**src/rtl/osbm_arb.sv**
```systemverilog
// Output-side round-robin arbiter: grants one input per packet, frames on TAIL, drives crossbar select.
// Optional stall timeout enabled by defining OSBM_ARB_TIMEOUT_EN.
module osbm_arb #(
  parameter int NIN  = 4,
  parameter int SELW = 2
`ifdef OSBM_ARB_TIMEOUT_EN
  ,
  parameter int TO_CYCLES = 255
`endif
) (
  input  logic              clk,
  input  logic              rst,
  input  logic [NIN-1:0]    req,
  input  logic [NIN-1:0]    empty,
  input  logic [2*NIN-1:0]  cmd,
  output logic [NIN-1:0]    ack,
  output logic [SELW-1:0]   sel,
  output logic              busy,
  output logic              ovalid,
  output logic              timeout
);

  localparam logic [1:0] CMD_TAIL = 2'b11;

  typedef enum logic {IDLE, XFER} state_t;

  state_t          state_q, state_d;
  logic [NIN-1:0]  gnt_q, gnt_d;
  logic [SELW-1:0] sel_q, sel_d;
  logic [SELW-1:0] ptr_q, ptr_d;

  logic [SELW-1:0] win;
  logic            win_vld;
  logic [1:0]      cmd_sel;
  logic            tail_acc;
  logic            force_rel;

  // Rotating priority scan starting at ptr_q; the first requester found wins.
  always_comb begin : pick
    logic [SELW-1:0] idx;
    win     = ptr_q;
    win_vld = 1'b0;
    idx     = '0;
    for (int k = 0; k < NIN; k++) begin
      idx = ptr_q + SELW'(k);
      if (!win_vld && req[idx]) begin
        win     = idx;
        win_vld = 1'b1;
      end
    end
  end

  always_comb begin
    cmd_sel = 2'b00;
    for (int i = 0; i < NIN; i++) begin
      if (sel_q == SELW'(i)) cmd_sel = cmd[2*i +: 2];
    end
  end

  assign ack      = gnt_q & ~empty;
  assign ovalid   = |ack;
  assign busy     = (state_q == XFER);
  assign sel      = sel_q;
  assign tail_acc = ack[sel_q] && (cmd_sel == CMD_TAIL);

  always_ff @(posedge clk or negedge rst) begin
    if (!rst) begin
      state_q <= IDLE;
      gnt_q   <= '0;
      sel_q   <= '0;
      ptr_q   <= '0;
    end else begin
      state_q <= state_d;
      gnt_q   <= gnt_d;
      sel_q   <= sel_d;
      ptr_q   <= ptr_d;
    end
  end

  always_comb begin
    state_d = state_q;
    gnt_d   = gnt_q;
    sel_d   = sel_q;
    ptr_d   = ptr_q;
    case (state_q)
      IDLE: begin
        if (win_vld) begin
          state_d = XFER;
          gnt_d   = NIN'(1) << win;
          sel_d   = win;
        end
      end
      XFER: begin
        // The input just served drops to lowest priority for the next search.
        if (tail_acc || force_rel) begin
          state_d = IDLE;
          gnt_d   = '0;
          ptr_d   = sel_q + SELW'(1);
        end
      end
      default: state_d = IDLE;
    endcase
  end

`ifdef OSBM_ARB_TIMEOUT_EN
  logic [7:0] cnt_q, cnt_d;
  logic       timeout_q;

  // Counter measures consecutive stalled XFER cycles; any pop restarts it.
  always_comb begin
    cnt_d = '0;
    if (state_q == XFER && !ack[sel_q]) cnt_d = cnt_q + 8'd1;
  end

  assign force_rel = (state_q == XFER) && (cnt_q == 8'(TO_CYCLES));
  assign timeout   = timeout_q;

  always_ff @(posedge clk or negedge rst) begin
    if (!rst) begin
      cnt_q     <= '0;
      timeout_q <= 1'b0;
    end else begin
      cnt_q     <= cnt_d;
      timeout_q <= force_rel && !tail_acc;
    end
  end
`else
  assign force_rel = 1'b0;
  assign timeout   = 1'b0;
`endif

endmodule

```
**config.mk**
```make
export PLATFORM = sky130hd
export DESIGN_NAME = osbm_arb
export DESIGN_NICKNAME = d
export VERILOG_FILES = /design/src/rtl/osbm_arb.sv
export SDC_FILE = /design/constraint.sdc
export NUM_CORES = 1
export LEC_CHECK = 0
export ABC_AREA = 0
export CELL_PAD_IN_SITES_DETAIL_PLACEMENT = 1
export CELL_PAD_IN_SITES_GLOBAL_PLACEMENT = 2
export CORE_UTILIZATION = 37
export CTS_CLUSTER_DIAMETER = 30
export DETAILED_ROUTE_END_ITERATION = 8
export DONT_BUFFER_PORTS = 1
export GPL_TIMING_DRIVEN = 0
export PLACE_DENSITY = 0.83
export SLEW_MARGIN = 10
export SYNTH_ARGS = -nofsm -noshare
export SYNTH_HDL_FRONTEND = slang
export SYNTH_SLANG_ARGS = --single-unit
```
**constraint.sdc**
```tcl
create_clock -name clk -period 2.45 [get_ports clk]
set_input_delay 0.245 -clock clk [delete_from_list [all_inputs] [get_ports clk]]
set_output_delay 0.245 -clock clk [all_outputs]
set_load 0.01 [all_outputs]
```
[Word-level counts from Yosys, hierarchy flattened]
Index checks and enable logic that the tools add are counted.
Storage, ports and cells
  flip-flop bits (word level): 9
  latch bits: 0
  memory bits (writable): 0
  bits in read-only memories: 0
  input port bits: 18
  output and inout bits: 9
  word-level logic and storage cells: 62
  memories: 0
Cells by class
  $add $sub $neg: 4
  multipliers: 0
  divide/modulo/power cells: 0
  $lt $le $gt $ge: 5
  equal/unequal tests: 6
  shift-type cells: 1
  muxes and demuxes: 27
  bitwise gates (word level): 3
  reductions and logical operators: 12
Operator list (number)
  $lt A2 B3 Y1 const B: 5
  $mux W2: 7
  $mux W1: 11
  $bmux W1 S2: 5
  $mux W4: 2
  $pmux W4 S2: 1
  $eq A2 B2 Y1 const B: 3
  $reduce_and A2 Y1: 3
  $add A2 B1 Y2 const B: 2
  $add A2 B2 Y2 const B: 2
  $and A4 B4 Y4: 1
  $logic_and A1 B1 Y1: 4
  $not A4 Y4: 1
  $reduce_or A4 Y1: 1
  $shl A1 B2 Y4 const A: 1
  $logic_not A1 Y1: 3
  $eq A2 B1 Y1 const B: 1
  $logic_not A2 Y1: 1
  $ne A2 B1 Y1 const B: 1
  $ne A2 B2 Y1 const B: 1
  $pmux W1 S2: 1
  $not A1 Y1: 1

[Longest topological paths before layout]
  depth after elaboration: 15
  depth in mapped cells: 6
  depth with buffers taken out: 6

[Worst setup path after synthesis]
Ideal clock, no wire load.
  kind: register to register
  start point: reg sel_q[0] (netlist: sel[0])
  end point: reg ptr_q[1]
  library setup time: 0.125 ns
  arrival: 1.575 ns
  slack: 0.750 ns
  stages on the path, launching flop included: 6
  period minus slack after synthesis: 1.700 ns
  path through: dfrtp_1 inv_1 ha_1 a31o_2 o2111a_4 mux2_4
Between the ends
  longest elaborated chain between the ends: 8
  elaborated cells between the ends (all ways): 14
  those cells by class: 1 x add/sub; 4 x eq/ne; 6 x mux; 3 x reduce/logical
RTL lines
  start: declaration: line 29  | logic [SELW-1:0] sel_q, sel_d;
  start signal: assignment: line 75  | sel_q <= sel_d;
  $logic_not A2 Y1: line 56  | if (sel_q == SELW'(i)) cmd_sel = cmd[2*i +: 2];
  $mux W2 (4 in series): line 56
  $eq A2 B2 Y1: line 64  | assign tail_acc = ack[sel_q] && (cmd_sel == CMD_TAIL);
  $logic_and A1 B1 Y1: line 64
  $reduce_and A2 Y1 (no source line)
  end signal: assignment: line 76  | ptr_q <= ptr_d;
  end: declaration: line 30  | logic [SELW-1:0] ptr_q, ptr_d;
Parallel ways exist; a longest one is shown, timed or not. The select of a mux whose other input is x is not followed.
A chain may end at the register's enable or synchronous reset.

[Worst setup path in the final report]
  start point: reg sel_q[1] (netlist: sel[1])
  end point: reg ptr_q[1]
Same word-level chain as after synthesis.

==> results.md <==
Run status:
- The flow ran to the end, but the final reports show violations.
- The final reports fail on design-rule violations.

Routing:
- The count of vias placed by the detailed router is 536.
- The detailed-routing iteration count for the pre-antenna-repair pass is 5.
- After detailed routing, the number of vias per cell comes to 6.161.
- The violation count after the first detailed-routing iteration is 4.
- In the routed design, unresolved DRC markers number 2.
- The remaining number of nets flagged by the antenna check after routing is 0.
- The average wire length per cell after detail routing is 16.49 um.
- For this block, the routed nets add up to 1.435 mm of wire.

Critical path:
- The worst setup path is captured at a flop.
- The first element of the critical path is sel[1]$_DFFE_PN0P_.
- The startpoint-to-endpoint class of the critical path is reg2reg.
- The data required time of the critical path is 2.61 ns.
- For this design, the slowest cell found on the critical path is sky130_fd_sc_hd__dfrtp_1.
- The kind of launch point of the worst setup path is a flop.
- The number of buffer and inverter stages on the critical path is 1.
- Grouping stages by cell kind, the critical path spends the most delay in flip-flops.
- The maximum single-stage delay on the critical path is 0.50 ns.
- The startpoint identified for the worst register-to-register timing path is sel[1]$_DFFE_PN0P_.
- For the worst setup path, the data arrival time is 2.03 ns.
- Traced cell by cell, the critical path runs through inv_2 -> ha_1 -> nand4b_1 -> a21oi_1 -> o2111a_4 -> mux2_4.
- The top fanout value on the critical path is 7.

Placement:
- Routability-driven placement finished with a final weighted congestion of 0.7504.
- In this run, placement finished with an instance count of 82.
- During placement, the flow inserted port buffers numbering 0.
- The sum of net half-perimeters after detailed placement is 1.118 mm.

Timing:
- The worst path uses 76.26% of the clock period.
- Setup repair after global routing left no endpoint under its margin.
- The final worst clock skew is 0.002838 ns.
- The final count of hold timing violations is 0.
- Timing would allow up to 535.2 MHz.
- The max-slew violation total from the final report is 0.
- The shortest clock period the worst path allows after layout is 1.868 ns.
- Setup violations remaining at the end of the flow were counted as 0.
- The accumulated negative setup slack is 0 ns.

Layout:
- Of the cells placed in the final design, the portion with a size suffix greater than 1 is 22.54%.
- The number of antenna diodes in the final layout is 0.
- After filler insertion, the fill cell instance count of the layout stands at 180.
- The final instance count without filler cells is 87.
- The area growth from synthesis to layout is 8.555%.
- The number of nets in the layout is 94.

Synthesis:
- The mean post-synth cell area is 9.972 sq um.
- The synthesized netlist occupies a cell area of 658.1 sq um.
- The unique cell type count in the Yosys netlist is 29.
- The count of synthesis-stage warnings from yosys is 0.
- The total of flip-flops plus latches after synthesis is 9.
- The share of synthesized area occupied by flip-flops and latches is 34.22%.
- When the netlist entered floorplanning its net count stood at 88.
- The synthesized instance count is 66.

Clock network:
- Once the clock tree was built, the setup fixing pass inserted 0 buffers.
- In this run, CTS created clock tree buffers numbering 3.
- The number of gates resized after CTS is 0.
- The CTS tree is built.
- The clock latency on the worst-skew pair is 0.27 ns.
- The CTS clock-pin slew for the worst setup and hold paths is 0.06 ns.
- CTS built an H-tree with a depth of 1.
- The total number of clock tree sinks is 9.
- The maximum count of clock buffers along a single path is 2.
- After clock tree synthesis, the flow added hold-fix buffers numbering 1.
- CTS placed an instance of sky130_fd_sc_hd__clkbuf_4 at the clock tree root.

Hold path:
- The startpoint identified for the worst hold timing path is req[3].
- The worst hold path belongs to the class in2reg.

Die:
- The number of rows created at floorplan is 14.
- The core region is 0.001577 sq mm.
- The overall die area is 0.001951 sq mm.
- The die span in x is 44.18 um.
- The die height is 44.18 um.
- The boundary pin count is 27.
- For this configuration, the core starts out at a cell density of 41.75%.

GRT:
- The wire length of the first global-routing pass is 2.359 mm.
- The pin count of the biggest net entering global routing is 11.
- The final global-route overflow total is 0.
- The number of global-route vias before repair came to 513.
- The overall global routing resource usage is 16.99%.
- The number of antenna violations at the first check in global routing is 0.

Pwr:
- The sequential fraction of design power is 40.2%.
- For this design the total switching power over the nets is 0.2852 mW.
- Cell internal power was estimated by the tool at 0.4248 mW.
- Of the total power, the share spent switching nets is 40.17%.
- The ratio of total power to cell area is 993.8 mW/mm^2.
- The worst-case IR drop observed on VDD is 0.4473 mV.
- Of the total power, the clock network draws 17.3%.
- The power after layout is 0.7100 mW.
- The reported leakage power is 0.3267 nW.
- The part of the total power dissipated in combinational logic is 42.5%.

Run:
- The max capacitance violation total is 0.
==> power groups by stage <==
| stage | sequential, mW | clock, mW | combinational (mW) |
|---|---|---|---|
| after floorplan | 0.266 | 0 | 0.256 |
| after global placement | 0.287 | 0 | 0.295 |
| after detailed placement | 0.289 | 0 | 0.301 |
| after CTS | 0.287 | 0.125 | 0.307 |
| after global routing | 0.297 | 0.134 | 0.343 |
| final | 0.286 | 0.123 | 0.302 |
==> worst register-to-register path: stages (launching register included) <==
cell and delay (ns):
sky130_fd_sc_hd__dfrtp_1 0.50, sky130_fd_sc_hd__inv_2 0.10, sky130_fd_sc_hd__ha_1 0.20, sky130_fd_sc_hd__nand4b_1 0.16
sky130_fd_sc_hd__a21oi_1 0.19, sky130_fd_sc_hd__o2111a_4 0.31, sky130_fd_sc_hd__mux2_4 0.30
==> logic make-up after synthesis <==
logic type | synth area share (%)
AND/OR/NAND/NOR | 22.43
AO/OA/AOI/OAI | 23.19
multiplexers | 7.223
flip-flops | 34.22
other | 0.5698
buffers and inverters | 4.751
adder cells (fa/ha/maj) | 7.605
==> cells in the mapped netlist <==
library cell / instances / share of area [%]
sky130_fd_sc_hd__dfrtp_1: 9 / 34
sky130_fd_sc_hd__nand2_1: 9 / 5.1
sky130_fd_sc_hd__a21oi_1: 6 / 4.6
sky130_fd_sc_hd__ha_1: 4 / 7.6
sky130_fd_sc_hd__inv_1: 4 / 2.3
sky130_fd_sc_hd__nor2b_4: 4 / 8.4
sky130_fd_sc_hd__o32ai_1: 4 / 5.3
sky130_fd_sc_hd__o21ai_0: 3 / 2.3
sky130_fd_sc_hd__nor2b_1: 2 / 1.9
sky130_fd_sc_hd__o22a_1: 2 / 2.7
sky130_fd_sc_hd__a31o_2: 1 / 1.3
sky130_fd_sc_hd__buf_2: 1 / 0.76
sky130_fd_sc_hd__buf_4: 1 / 1.1
sky130_fd_sc_hd__conb_1: 1 / 0.57
sky130_fd_sc_hd__inv_2: 1 / 0.57
sky130_fd_sc_hd__mux2_4: 1 / 2.3
sky130_fd_sc_hd__mux2i_1: 1 / 1.5
sky130_fd_sc_hd__mux4_2: 1 / 3.4
sky130_fd_sc_hd__nand3_1: 1 / 0.76
sky130_fd_sc_hd__nand4b_1: 1 / 1.3
sky130_fd_sc_hd__nor2_1: 1 / 0.57
sky130_fd_sc_hd__nor3b_1: 1 / 1.1
sky130_fd_sc_hd__nor4_1: 1 / 0.95
sky130_fd_sc_hd__o2111a_4: 1 / 3.0
sky130_fd_sc_hd__o221a_2: 1 / 1.7
sky130_fd_sc_hd__o221ai_1: 1 / 1.3
sky130_fd_sc_hd__o22ai_1: 1 / 0.95
sky130_fd_sc_hd__or2_1: 1 / 0.95
sky130_fd_sc_hd__or4_2: 1 / 1.3
==> per-layer routing <==
layer	vias up	GRT usage (%)	wire length, um
met5	-	0	0
met4	0	7.273	30
met3	4	6.531	77
met2	14	25.29	664
met1	267	21.94	662
li1	251	-	-
==> flip-flops by register name, summed over array words and instances, names as in the netlist <==
register,count
gnt_q,4
busy,1
ptr_q,2
sel,2
==> layout make-up <==
class | count | area [sq um] | share of cell area, %
plain buffers | 2 | 12.51 | 1.751
clock buffers | 4 | 26.28 | 3.678
inverters | 5 | 18.77 | 2.627
multi-input cells | 50 | 401.6 | 56.22
flip-flops and latches | 9 | 225.2 | 31.52
well taps | 16 | 20.02 | 2.802
repair buffers | 1 | 10.01 | 1.401
==> metrics by stage <==
| step | hold WS (ns) | utilization, % | setup WS, ns | area, sq um |
|---|---|---|---|---|
| finish | 0.1800 | 45.32 | 0.5816 | 714.4 |
| detailed placement | -0.05038 | 43.02 | 0.5859 | 678.2 |
| global placement | -0.05041 | 43.02 | 0.6258 | 678.2 |
| global route | 0.1906 | 45.32 | 0.4671 | 714.4 |
| floorplan | -0.05059 | - | 0.7498 | 658.1 |
| CTS | 0.1786 | 45.32 | 0.5628 | 714.4 |
==> cells in the final DEF, fill, tap and decap left out, drive strengths merged, types with 2 or more instances in the layout <==
| master | instances |
|---|---|
| a21oi | 6 |
| buf | 2 |
| clkbuf | 4 |
| dfrtp | 9 |
| ha | 4 |
| inv | 5 |
| nand2 | 9 |
| nor2b | 6 |
| o21ai | 3 |
| o22a | 2 |
| o32ai | 4 |
==> final timing paths <==
kind / endpoint / slack, ns / depth (start not counted)
hold / removal: busy$_DFF_PN0_ / 0.18 / 2
hold reg to reg: gnt_q[1]$_DFFE_PN0P_ / 0.55 / 2
min in group asynchronous: busy$_DFF_PN0_ / 0.34 / 1
setup / recovery: ptr_q[1]$_DFFE_PN0P_ / 0.58 / 6
max in group asynchronous: gnt_q[1]$_DFFE_PN0P_ / 1.81 / 1
setup reg to reg: ptr_q[1]$_DFFE_PN0P_ / 0.58 / 6
No activity file was read; power rests on OpenSTA's default activity.
